<file path="config.mk">
export PLATFORM = sky130hd
export DESIGN_NAME = sqrt_rr_scheduler
export DESIGN_NICKNAME = d
export VERILOG_FILES = /design/src/rtl/sqrt_pkg.sv /design/src/rtl/sqrt_tag_fifo.sv /design/src/rtl/sqrt_rr_scheduler.sv
export SDC_FILE = /design/constraint.sdc
export NUM_CORES = 1
export LEC_CHECK = 0
export CAP_MARGIN = 0
export CORE_MARGIN = 1.5
export CORE_UTILIZATION = 47
export DETAILED_ROUTE_END_ITERATION = 7
export GPL_TIMING_DRIVEN = 0
export PLACE_DENSITY = 0.91
export SLEW_MARGIN = 5
export SYNTH_ARGS = -nofsm -noshare
export SYNTH_HDL_FRONTEND = slang
export SYNTH_HIERARCHICAL = 1
export SYNTH_SLANG_ARGS = --single-unit
</file>
<file path="constraint.sdc">
create_clock -name clk -period 4.65 [get_ports clk]
set_input_delay 0.465 -clock clk [delete_from_list [all_inputs] [get_ports clk]]
set_output_delay 0.465 -clock clk [all_outputs]
set_load 0.02 [all_outputs]
</file>
<file path="src/rtl/sqrt_pkg.sv">
// Shared constants for the square-root datapath, its scheduler and the bench.
package sqrt_pkg;

    localparam int unsigned DATA_W          = 16;
    localparam int unsigned ROOT_W          = DATA_W / 2;
    localparam int unsigned N_REQ_DEFAULT   = 4;
    localparam int unsigned MAX_OUT_DEFAULT = 4;

    // Bits needed to index 'value' entries; never less than one.
    function automatic int unsigned clog2(input int unsigned value);
        int unsigned bits;
        bits = 1;
        while ((64'd1 << bits) < 64'(value)) begin
            bits++;
        end
        return bits;
    endfunction

endpackage

</file>
<file path="src/rtl/sqrt_tag_fifo.sv">
// Synchronous tag FIFO: holds the requester tag of every operation in flight,
// in issue order, so results can be routed back strictly first-in first-out.
module sqrt_tag_fifo
    import sqrt_pkg::*;
#(
    parameter int unsigned DEPTH = 4,
    parameter int unsigned WIDTH = 2,
    localparam int unsigned PTR_W = clog2(DEPTH),
    localparam int unsigned CNT_W = clog2(DEPTH + 1)
) (
    input  logic             clk,
    input  logic             rst_n,
    input  logic             push,
    input  logic [WIDTH-1:0] push_data,
    input  logic             pop,
    output logic [WIDTH-1:0] pop_data,
    output logic             full,
    output logic             empty,
    output logic [CNT_W-1:0] count
);

    logic [WIDTH-1:0] mem [DEPTH];
    logic [PTR_W-1:0] wr_ptr;
    logic [PTR_W-1:0] rd_ptr;
    logic             do_push;
    logic             do_pop;

    function automatic logic [PTR_W-1:0] ptr_inc(input logic [PTR_W-1:0] p);
        return (p == PTR_W'(DEPTH - 1)) ? '0 : p + PTR_W'(1);
    endfunction

    assign full     = (count == CNT_W'(DEPTH));
    assign empty    = (count == '0);
    assign pop_data = mem[rd_ptr];

    // Pop needs an entry; push into a full FIFO only when a pop frees the slot.
    assign do_pop  = pop && !empty;
    assign do_push = push && (!full || do_pop);

    always_ff @(posedge clk) begin
        if (!rst_n) begin
            wr_ptr <= '0;
            rd_ptr <= '0;
            count  <= '0;
        end else begin
            if (do_push) begin
                wr_ptr <= ptr_inc(wr_ptr);
            end
            if (do_pop) begin
                rd_ptr <= ptr_inc(rd_ptr);
            end
            case ({do_push, do_pop})
                2'b10:   count <= count + CNT_W'(1);
                2'b01:   count <= count - CNT_W'(1);
                default: count <= count;
            endcase
        end
    end

    always_ff @(posedge clk) begin
        if (do_push) begin
            mem[wr_ptr] <= push_data;
        end
    end

endmodule

</file>
<file path="src/rtl/sqrt_rr_scheduler.sv">
// Round-robin front end sharing one in-order sqrt pipe between N_REQ clients;
// results are steered back to their issuer via a FIFO of requester tags.
module sqrt_rr_scheduler
    import sqrt_pkg::*;
#(
    parameter int unsigned N_REQ   = N_REQ_DEFAULT,
    parameter int unsigned MAX_OUT = MAX_OUT_DEFAULT
) (
    input  logic                    clk,
    input  logic                    rst_n,
    input  logic [N_REQ-1:0]        req_valid_i,
    input  logic [N_REQ*DATA_W-1:0] req_valor_i,
    output logic [N_REQ-1:0]        req_ready_o,
    output logic                    pipe_start_o,
    output logic [DATA_W-1:0]       pipe_valor_o,
    input  logic                    pipe_done_i,
    input  logic [ROOT_W-1:0]       pipe_root_i,
    output logic [N_REQ-1:0]        rsp_valid_o,
    output logic [ROOT_W-1:0]       rsp_root_o,
    output logic                    busy_o,
    output logic                    err_o
);

    localparam int unsigned TAG_W = clog2(N_REQ);
    localparam int unsigned CNT_W = clog2(MAX_OUT + 1);

    logic [TAG_W-1:0]  rr_ptr;
    logic [TAG_W-1:0]  gnt_idx;
    logic              any_valid;
    logic              eligible;
    logic              handshake;
    logic [N_REQ-1:0]  grant;
    logic [TAG_W-1:0]  head_tag;
    logic              fifo_full;
    logic              fifo_empty;
    logic [CNT_W-1:0]  fifo_count;
    logic              rsp_hit;
    logic [DATA_W-1:0] valor_arr [N_REQ];

    for (genvar g = 0; g < N_REQ; g++) begin : g_unpack
        assign valor_arr[g] = req_valor_i[g*DATA_W +: DATA_W];
    end

    // Full FIFO means MAX_OUT operations in flight; a same-cycle done only helps next cycle.
    assign eligible  = !fifo_full && rst_n;
    assign handshake = any_valid && eligible;

    // First valid requester at or after the round-robin pointer, wrapping.
    always_comb begin
        logic [TAG_W-1:0] cand;
        cand      = '0;
        gnt_idx   = '0;
        any_valid = 1'b0;
        grant     = '0;
        for (int unsigned k = 0; k < N_REQ; k++) begin
            cand = TAG_W'((32'(rr_ptr) + k) % N_REQ);
            if (!any_valid && req_valid_i[cand]) begin
                any_valid = 1'b1;
                gnt_idx   = cand;
            end
        end
        if (handshake) begin
            grant[gnt_idx] = 1'b1;
        end
    end

    assign req_ready_o = grant;
    assign rsp_hit     = pipe_done_i && !fifo_empty;
    assign busy_o      = (fifo_count != '0);

    sqrt_tag_fifo #(
        .DEPTH (MAX_OUT),
        .WIDTH (TAG_W)
    ) u_tag_fifo (
        .clk       (clk),
        .rst_n     (rst_n),
        .push      (handshake),
        .push_data (gnt_idx),
        .pop       (pipe_done_i),
        .pop_data  (head_tag),
        .full      (fifo_full),
        .empty     (fifo_empty),
        .count     (fifo_count)
    );

    // Issue and response stages; data registers hold between strobes.
    always_ff @(posedge clk) begin
        if (!rst_n) begin
            rr_ptr       <= '0;
            pipe_start_o <= 1'b0;
            pipe_valor_o <= '0;
            rsp_valid_o  <= '0;
            rsp_root_o   <= '0;
            err_o        <= 1'b0;
        end else begin
            pipe_start_o <= handshake;
            rsp_valid_o  <= '0;
            if (handshake) begin
                pipe_valor_o <= valor_arr[gnt_idx];
                rr_ptr       <= (gnt_idx == TAG_W'(N_REQ - 1)) ? '0 : gnt_idx + TAG_W'(1);
            end
            if (rsp_hit) begin
                rsp_valid_o[head_tag] <= 1'b1;
                rsp_root_o            <= pipe_root_i;
            end
            if (pipe_done_i && fifo_empty) begin
                err_o <= 1'b1;
            end
        end
    end

endmodule

</file>
# Yosys cells after proc, flatten, opt, wreduce, memory -nomap -nowiden

Memory sizes are Yosys's and may differ from the RTL's. A register that Yosys moved wholly into a read port is not among the register bits.
Cells that the tools add are included.

$add $sub $neg: 8
$lt $le $gt $ge: 9
Shift operators: 0
Multiplexer cells: 32
Reductions and logical operators: 20
Equality and inequality tests: 6
Bitwise logic cells: 1
$mul: 0
Divide/modulo/power cells: 0

Operator list:

| kind                                                       | number |
|---|---|
| binary-select mux 16 bit (select 2 bit)                    | 1 |
| two-way mux 16 bit                                         | 2 |
| less-than comparator 2 x 3 -> 1 bit, second input constant | 6 |
| two-way mux 2 bit                                          | 9 |
| two-way mux 1 bit                                          | 12 |
| logical AND 1 bit                                          | 10 |
| adder 2 x 1 -> 2 bit, second input constant                | 4 |
| binary-select mux 1 bit (select 2 bit)                     | 4 |
| equality test 2 bit, second input constant                 | 4 |
| case mux 3 bit (2 select lines)                            | 1 |
| zero test 1 bit                                            | 5 |
| adder 2 bit, second input constant                         | 2 |
| demux 1 bit (select 2 bit)                                 | 2 |
| >= comparator 2 x 1 -> 1 bit, second input constant        | 2 |
| two-way mux 4 bit                                          | 1 |
| adder 3 x 1 -> 3 bit, second input constant                | 1 |
| equality test 3 bit, second input constant                 | 1 |
| >= comparator 3 bit, second input constant                 | 1 |
| zero test 3 bit                                            | 1 |
| NOT 2 -> 3 bit                                             | 1 |
| nonzero test 3 bit                                         | 1 |
| subtractor 3 x 1 -> 3 bit, second input constant           | 1 |
| equality test 2 x 1 -> 1 bit, second input constant        | 1 |
| AND reduction 2 bit                                        | 1 |
| 2 further kinds                                            | 2 |

Memory bits (read-only): 0
Logic and storage cells: 86
Memories: 1
Bits in registers: 39
Output and inout bits: 35
Bits in latches: 0
Bits of input ports: 79
Memory bits (writable): 8

Memories:

| name           | depth | width | rd ports | clocked after Yosys merged registers in | wr ports | RTL line            | RTL |
|---|---|---|---|---|---|---|---|
| u_tag_fifo.mem | 4     | 2     | 1        | 1                                       | 1        | sqrt_tag_fifo.sv:22 | `logic [WIDTH-1:0] mem [DEPTH];` |

# Depth between registers and ports, before layout

Word-level depth: 17
Gate-level depth with buffers: 13
Depth with buffers taken out: 11

# Modules after synthesis

The synthesis kept the hierarchy.

By module, submodules not included:

| module            | cells each | area each (µm²) | seq. area each (µm²) | instances |
|---|---|---|---|---|
| sqrt_rr_scheduler | 254        | 1,901.8         | 640.6                | 1 |
| sqrt_tag_fifo     | 75         | 865.8           | 420.4                | 1 |

# Least setup slack after synthesis

No wires, ideal clock.

Path kind: register -> register
Start: reg u_tag_fifo.count[0]
End: reg u_tag_fifo.count[1]
Required time: 4.555 ns
Stages on the path, launching flop included: 14
Buffers on the path: 2
Arrival time: 2.711 ns
Period minus slack after synthesis: 2.806 ns
Setup slack: 1.844 ns
Library setup time: 0.095 ns
Cell sequence: dfxtp_1 > nor2_2 > and2_2 > nor2_1 > nand2_1 > inv_2 > clkbuf_1 > buf_2 > inv_1 > nand2b_1 > fa_1 > o21ba_2 > o211ai_1 > a221oi_1

Cells in the longest elaborated chain, start to end: 7
Elaborated cells on any way between the ends: 15
Classes of those cells: add/sub (2); eq/ne (3); mux (1); reduce/logical (9)

RTL lines:

| what                                                                  | RTL line                | RTL |
|---|---|---|
| start: declaration                                                    | sqrt_tag_fifo.sv:19     | `output logic [CNT_W-1:0] count` |
| start signal: assignment                                              | sqrt_tag_fifo.sv:53     | `2'b10: count <= count + CNT_W'(1);` |
| start signal: assignment                                              | sqrt_tag_fifo.sv:54     | `2'b01: count <= count - CNT_W'(1);` |
| start signal: assignment                                              | sqrt_tag_fifo.sv:55     | `default: count <= count;` |
| equality test 3 bit (*)                                               | sqrt_tag_fifo.sv:32     | `assign full = (count == CNT_W'(DEPTH));` |
| via fifo_full                                                         | sqrt_rr_scheduler.sv:34 | `logic fifo_full;` |
| zero test 1 bit (*)                                                   | sqrt_rr_scheduler.sv:45 | `assign eligible = !fifo_full && rst_n;` |
| logical AND 1 bit (*)                                                 | sqrt_rr_scheduler.sv:45 |  |
| logical AND 1 bit (*)                                                 | sqrt_rr_scheduler.sv:46 | `assign handshake = any_valid && eligible;` |
| via handshake                                                         | sqrt_rr_scheduler.sv:31 | `logic handshake;` |
| logical AND 1 bit (*)                                                 | sqrt_tag_fifo.sv:38     | `assign do_push = push && (!full \|\| do_pop);` |
| equality test 2 x 1 -> 1 bit or equality test 2 bit (tied branches)   | sqrt_tag_fifo.sv:52     | `case ({do_push, do_pop})` |
| case mux 3 bit (2 select lines) or nonzero test 2 bit (tied branches) | -                       |  |

Mark *: on every way through the listed nets, which the timed path passes. The rest lies on a longest branch.
A chain may end at the register's enable or synchronous reset.

# Worst setup path after layout

Start: in req_valid_i[0]
End: out req_ready_o[2]

Cells in the longest elaborated chain, start to end: 17
Elaborated cells on any way between the ends: 29
Classes of those cells: order compare (2); mux (19); reduce/logical (8)

RTL lines:

| what                                                                                                      | RTL line                | RTL |
|---|---|---|
| start: declaration                                                                                        | sqrt_rr_scheduler.sv:11 | `input logic [N_REQ-1:0] req_valid_i,` |
| binary-select mux 1 bit (select 2 bit)                                                                    | sqrt_rr_scheduler.sv:57 | `if (!any_valid && req_valid_i[cand]) begin` |
| two-way mux 1 bit (implied by the code)                                                                   | sqrt_rr_scheduler.sv:57 |  |
| two-way mux 1 bit                                                                                         | sqrt_rr_scheduler.sv:57 |  |
| zero test 1 bit                                                                                           | sqrt_rr_scheduler.sv:57 |  |
| logical AND 1 bit                                                                                         | sqrt_rr_scheduler.sv:57 |  |
| two-way mux 1 bit                                                                                         | sqrt_rr_scheduler.sv:57 |  |
| zero test 1 bit                                                                                           | sqrt_rr_scheduler.sv:57 |  |
| logical AND 1 bit                                                                                         | sqrt_rr_scheduler.sv:57 |  |
| two-way mux 1 bit                                                                                         | sqrt_rr_scheduler.sv:57 |  |
| zero test 1 bit                                                                                           | sqrt_rr_scheduler.sv:57 |  |
| logical AND 1 bit                                                                                         | sqrt_rr_scheduler.sv:57 |  |
| two-way mux 2 bit                                                                                         | sqrt_rr_scheduler.sv:57 |  |
| less-than comparator 2 x 3 -> 1 bit (implied by the code) or >= comparator 2 x 1 -> 1 bit (tied branches) | sqrt_rr_scheduler.sv:63 | `grant[gnt_idx] = 1'b1;` |
| logical AND 1 bit (implied by the code)                                                                   | sqrt_rr_scheduler.sv:63 |  |
| two-way mux 1 bit (implied by the code)                                                                   | sqrt_rr_scheduler.sv:63 |  |
| demux 1 bit (select 2 bit)                                                                                | sqrt_rr_scheduler.sv:63 |  |
| two-way mux 4 bit (*)                                                                                     | sqrt_rr_scheduler.sv:62 | `if (handshake) begin` |
| end: declaration                                                                                          | sqrt_rr_scheduler.sv:13 | `output logic [N_REQ-1:0] req_ready_o,` |

Every way passes the cells marked *; elsewhere a longest branch is shown, timed or not. The select of a mux whose other input is x is not followed.

==> flow_metrics.tcl <==
set metrics [dict create \
    async_reset_ff_frac 0 \
    final_util 0.729 \
    cts-hold-fix-buffers 0 \
    cp.arrival_ns 3.14 \
    ys_seq_area_frac 0.383 \
    synth-main-ff-cell "dfxtp_1" \
    worstSetupEndpointType "output pin" \
    dp_hpwl_mm 6.17 \
    p_leak_nw 1.49 \
    cts-root-buf "clkbuf_8" \
    r2r_start "u_tag_fifo/count[0]$_SDFFE_PN0P_" \
    drv_cap 0 \
    drtPass1Iterations 5 \
    max_freq_mhz 277 \
    final_cell_mix "clkdlybuf4s50_1 (113), dfxtp_1 (41), nand3_1 (39)" \
    die_area_um2 6360 \
    clk_latency_ns 0.32 \
    finalSetupViolations 0 \
    hold_ws_ns 0.474 \
    powerDensity_nw_per_um2 319 \
    synthXorXnorAreaFrac 0.00633 \
    required_ns 4.18 \
    synth-warning-count 6 \
    clk_path_buf_depth 2 \
    status "finished clean" \
    synth_fp_nets 414 \
    finalHoldViolCount 0 \
    grt_overflow 0 \
    finalClockSkew_ns 0.00506 \
    cp_max_fo 10 \
    r2r_setup_slack_ns 1.23 \
    start_util 0.494 \
    routed_wl_mm 8.45 \
    syn_inst 329 \
    nets 534 \
    cts_setup_buffers 0 \
    gr-usage-all-layers 0.263 \
    area_growth_syn_to_layout_pct 47.6 \
    min_to "rsp_root_o[7]$_SDFFE_PN0P_" \
    cts.clk_slew.worst_paths_ns 0.10 \
    place_inst 514 \
    fin_tns_setup_ns 0 \
    core.rowCount 27 \
    synth_cell_types 53 \
    hold_depth 2 \
    grt_pass1_wl_mm 13.1 \
    worstSetupStartpointType "input pin" \
    synth_top_family_by_area "simple AND/OR/NAND/NOR gates" \
    r2r_cells 13 \
    layout-drive-gt1-share 0.0889 \
    yosys.area_share.adder 0.0298 \
    diodes 0 \
    maxSlewHeadroom 0.514 \
    synth_edf_count 8 \
    htreeDepth 2 \
    fin_crit_ns 3.61 \
    holdCritStartpoint "rsp_root_o[7]$_SDFFE_PN0P_" \
    vias 3061 \
    yosys.area_share.simple 0.262 \
    fp.dieW_um 79.7 \
    synth_mux_area_frac 0.0307 \
    fin_crit_sh 0.776 \
    worst_pin_slew_ns 0.728 \
    drt-met1-wl_mm 3.29 \
    report.final.slew_viol_count 0 \
    antenna_found_initial 0 \
    synth-compound-area-share 0.236 \
    r2r_end "u_tag_fifo/count[1]$_SDFFE_PN0P_" \
    synth.avg_cell_area_um2 8.41 \
    mostFrequentLayoutCell "clkdlybuf4s50_1" \
    routed_via_density 5.86 \
    ys_seq_elements 49 \
    grt_max_degree 19 \
    instances_no_fill 522 \
    dr_wl_met2_mm 4.23 \
    cts_buffers 5 \
    cts_resized 0 \
    place.gp.congestion 0.919 \
    cts_tree "done" \
    ant_nets 0 \
    hp-class "reg -> reg" \
    peakVddDrop_uv 219 \
    maxUsedRoutingLayer "met4" \
    grt_pass1_vias 2846 \
    drc 0 \
    die_height_um 79.7 \
    synth_area_um2 2770 \
    cts_sinks 49 \
    ios 114 \
    wl_met3_um 773 \
    avgRoutedWirePerCell_um 16.2 \
    rsz0062_at_grt "no" \
    path_class "in -> out" \
    io_buffers 113 \
    core_area_um2 5610 \
    drt_iter0_markers 254 \
]
-- synth_stat cells (all sizes together), types with 2 or more instances --
library cell | n | area (um^2)
ha | 5 | 62.6
o21a | 17 | 128
nand2 | 28 | 105
clkbuf | 12 | 45.0
nand3 | 48 | 285
buf | 10 | 57.6
a21oi | 18 | 90.1
o21ai | 21 | 109
nor2b | 4 | 25.0
inv | 11 | 41.3
nor4 | 2 | 18.8
edfxtp | 8 | 240
nor2 | 27 | 104
a221oi | 3 | 32.5
dfxtp | 41 | 821
nand2b | 6 | 37.5
nor3 | 2 | 10.0
mux4 | 2 | 45.0
nor3b | 3 | 22.5
o21ba | 3 | 30.0
a31oi | 18 | 128
a21boi | 9 | 67.6
and2 | 5 | 32.5
mux2i | 4 | 40.0
o211ai | 3 | 22.5
xor2 | 2 | 17.5
or3 | 4 | 25.0
-- worst max path at each step --
stage / startpoint / to / slack, ns / cells after the start
after CTS: req_valid_i[2] / req_ready_o[2] / 1.13 / 6
after global routing: req_valid_i[2] / u_tag_fifo/count[1]$_SDFFE_PN0P_ / 0.96 / 13
after detailed placement: req_valid_i[2] / u_tag_fifo/count[1]$_SDFFE_PN0P_ / 0.93 / 13
after floorplan: u_tag_fifo/count[0]$_SDFFE_PN0P_ / u_tag_fifo/count[1]$_SDFFE_PN0P_ / 1.84 / 13
after global placement: req_valid_i[2] / u_tag_fifo/count[1]$_SDFFE_PN0P_ / 1.04 / 13
final: req_valid_i[0] / req_ready_o[2] / 1.04 / 7
-- routing by layer --
layer  global-route usage  vias to the layer above
met3               0.0594                       19
met4               0.0828                        0
met5                    0                        -
met2                0.466                      178
met1                0.316                     1435
li1                     -                     1429
-- critical path, stage by stage --
cell	delay, ns
clkdlybuf4s50_1	0.52
and2b_4	0.24
o221ai_1	0.59
buf_2	0.37
nand2_1	0.12
nor2_1	0.20
clkdlybuf4s50_1	0.64
-- flip-flops by register name, summed over array words and instances (netlist names), named ones only --
name and count:
u_tag_fifo/count 3, pipe_valor_o 16, rsp_valid_o 4, err_o 1, pipe_start_o 1, u_tag_fifo/rd_ptr 2
u_tag_fifo/mem 8, rsp_root_o 8, rr_ptr 2, u_tag_fifo/wr_ptr 2
-- stage by stage --
step	instance area, um^2	total power, mW	setup slack [ns]
after floorplan	2770	0.813	1.84
after global placement	3990	1.01	1.04
after detailed placement	3990	1.02	0.931
after global routing	4090	1.37	0.957
after CTS	4090	1.30	1.13
final	4090	1.30	1.04
-- power by group --
group	switching, mW	internal, mW	leakage (nW)
registers	0.0352	0.484	0.411
logic	0.265	0.239	1.03
clock network	0.168	0.113	0.0506
total	0.468	0.836	1.49
-- cell families after synthesis --
kind of cell,Yosys count
AO/OA/AOI/OAI,97
multiplexers,6
flip-flops,49
adder cells (fa/ha/maj),6
buffers and inverters,33
AND/OR/NAND/NOR,136
XOR/XNOR,2
-- cell type report --
class | instances | area, um^2
buffer | 22 | 103
inverter | 11 | 41.3
timing repair buffer | 113 | 1130
clock inverter | 3 | 28.8
fill | 449 | 1520
clock buffer | 5 | 68.8
sequential | 49 | 1060
multi-input combinational | 247 | 1560
tap | 72 | 90.1
Power figures use the tool's default switching activity.
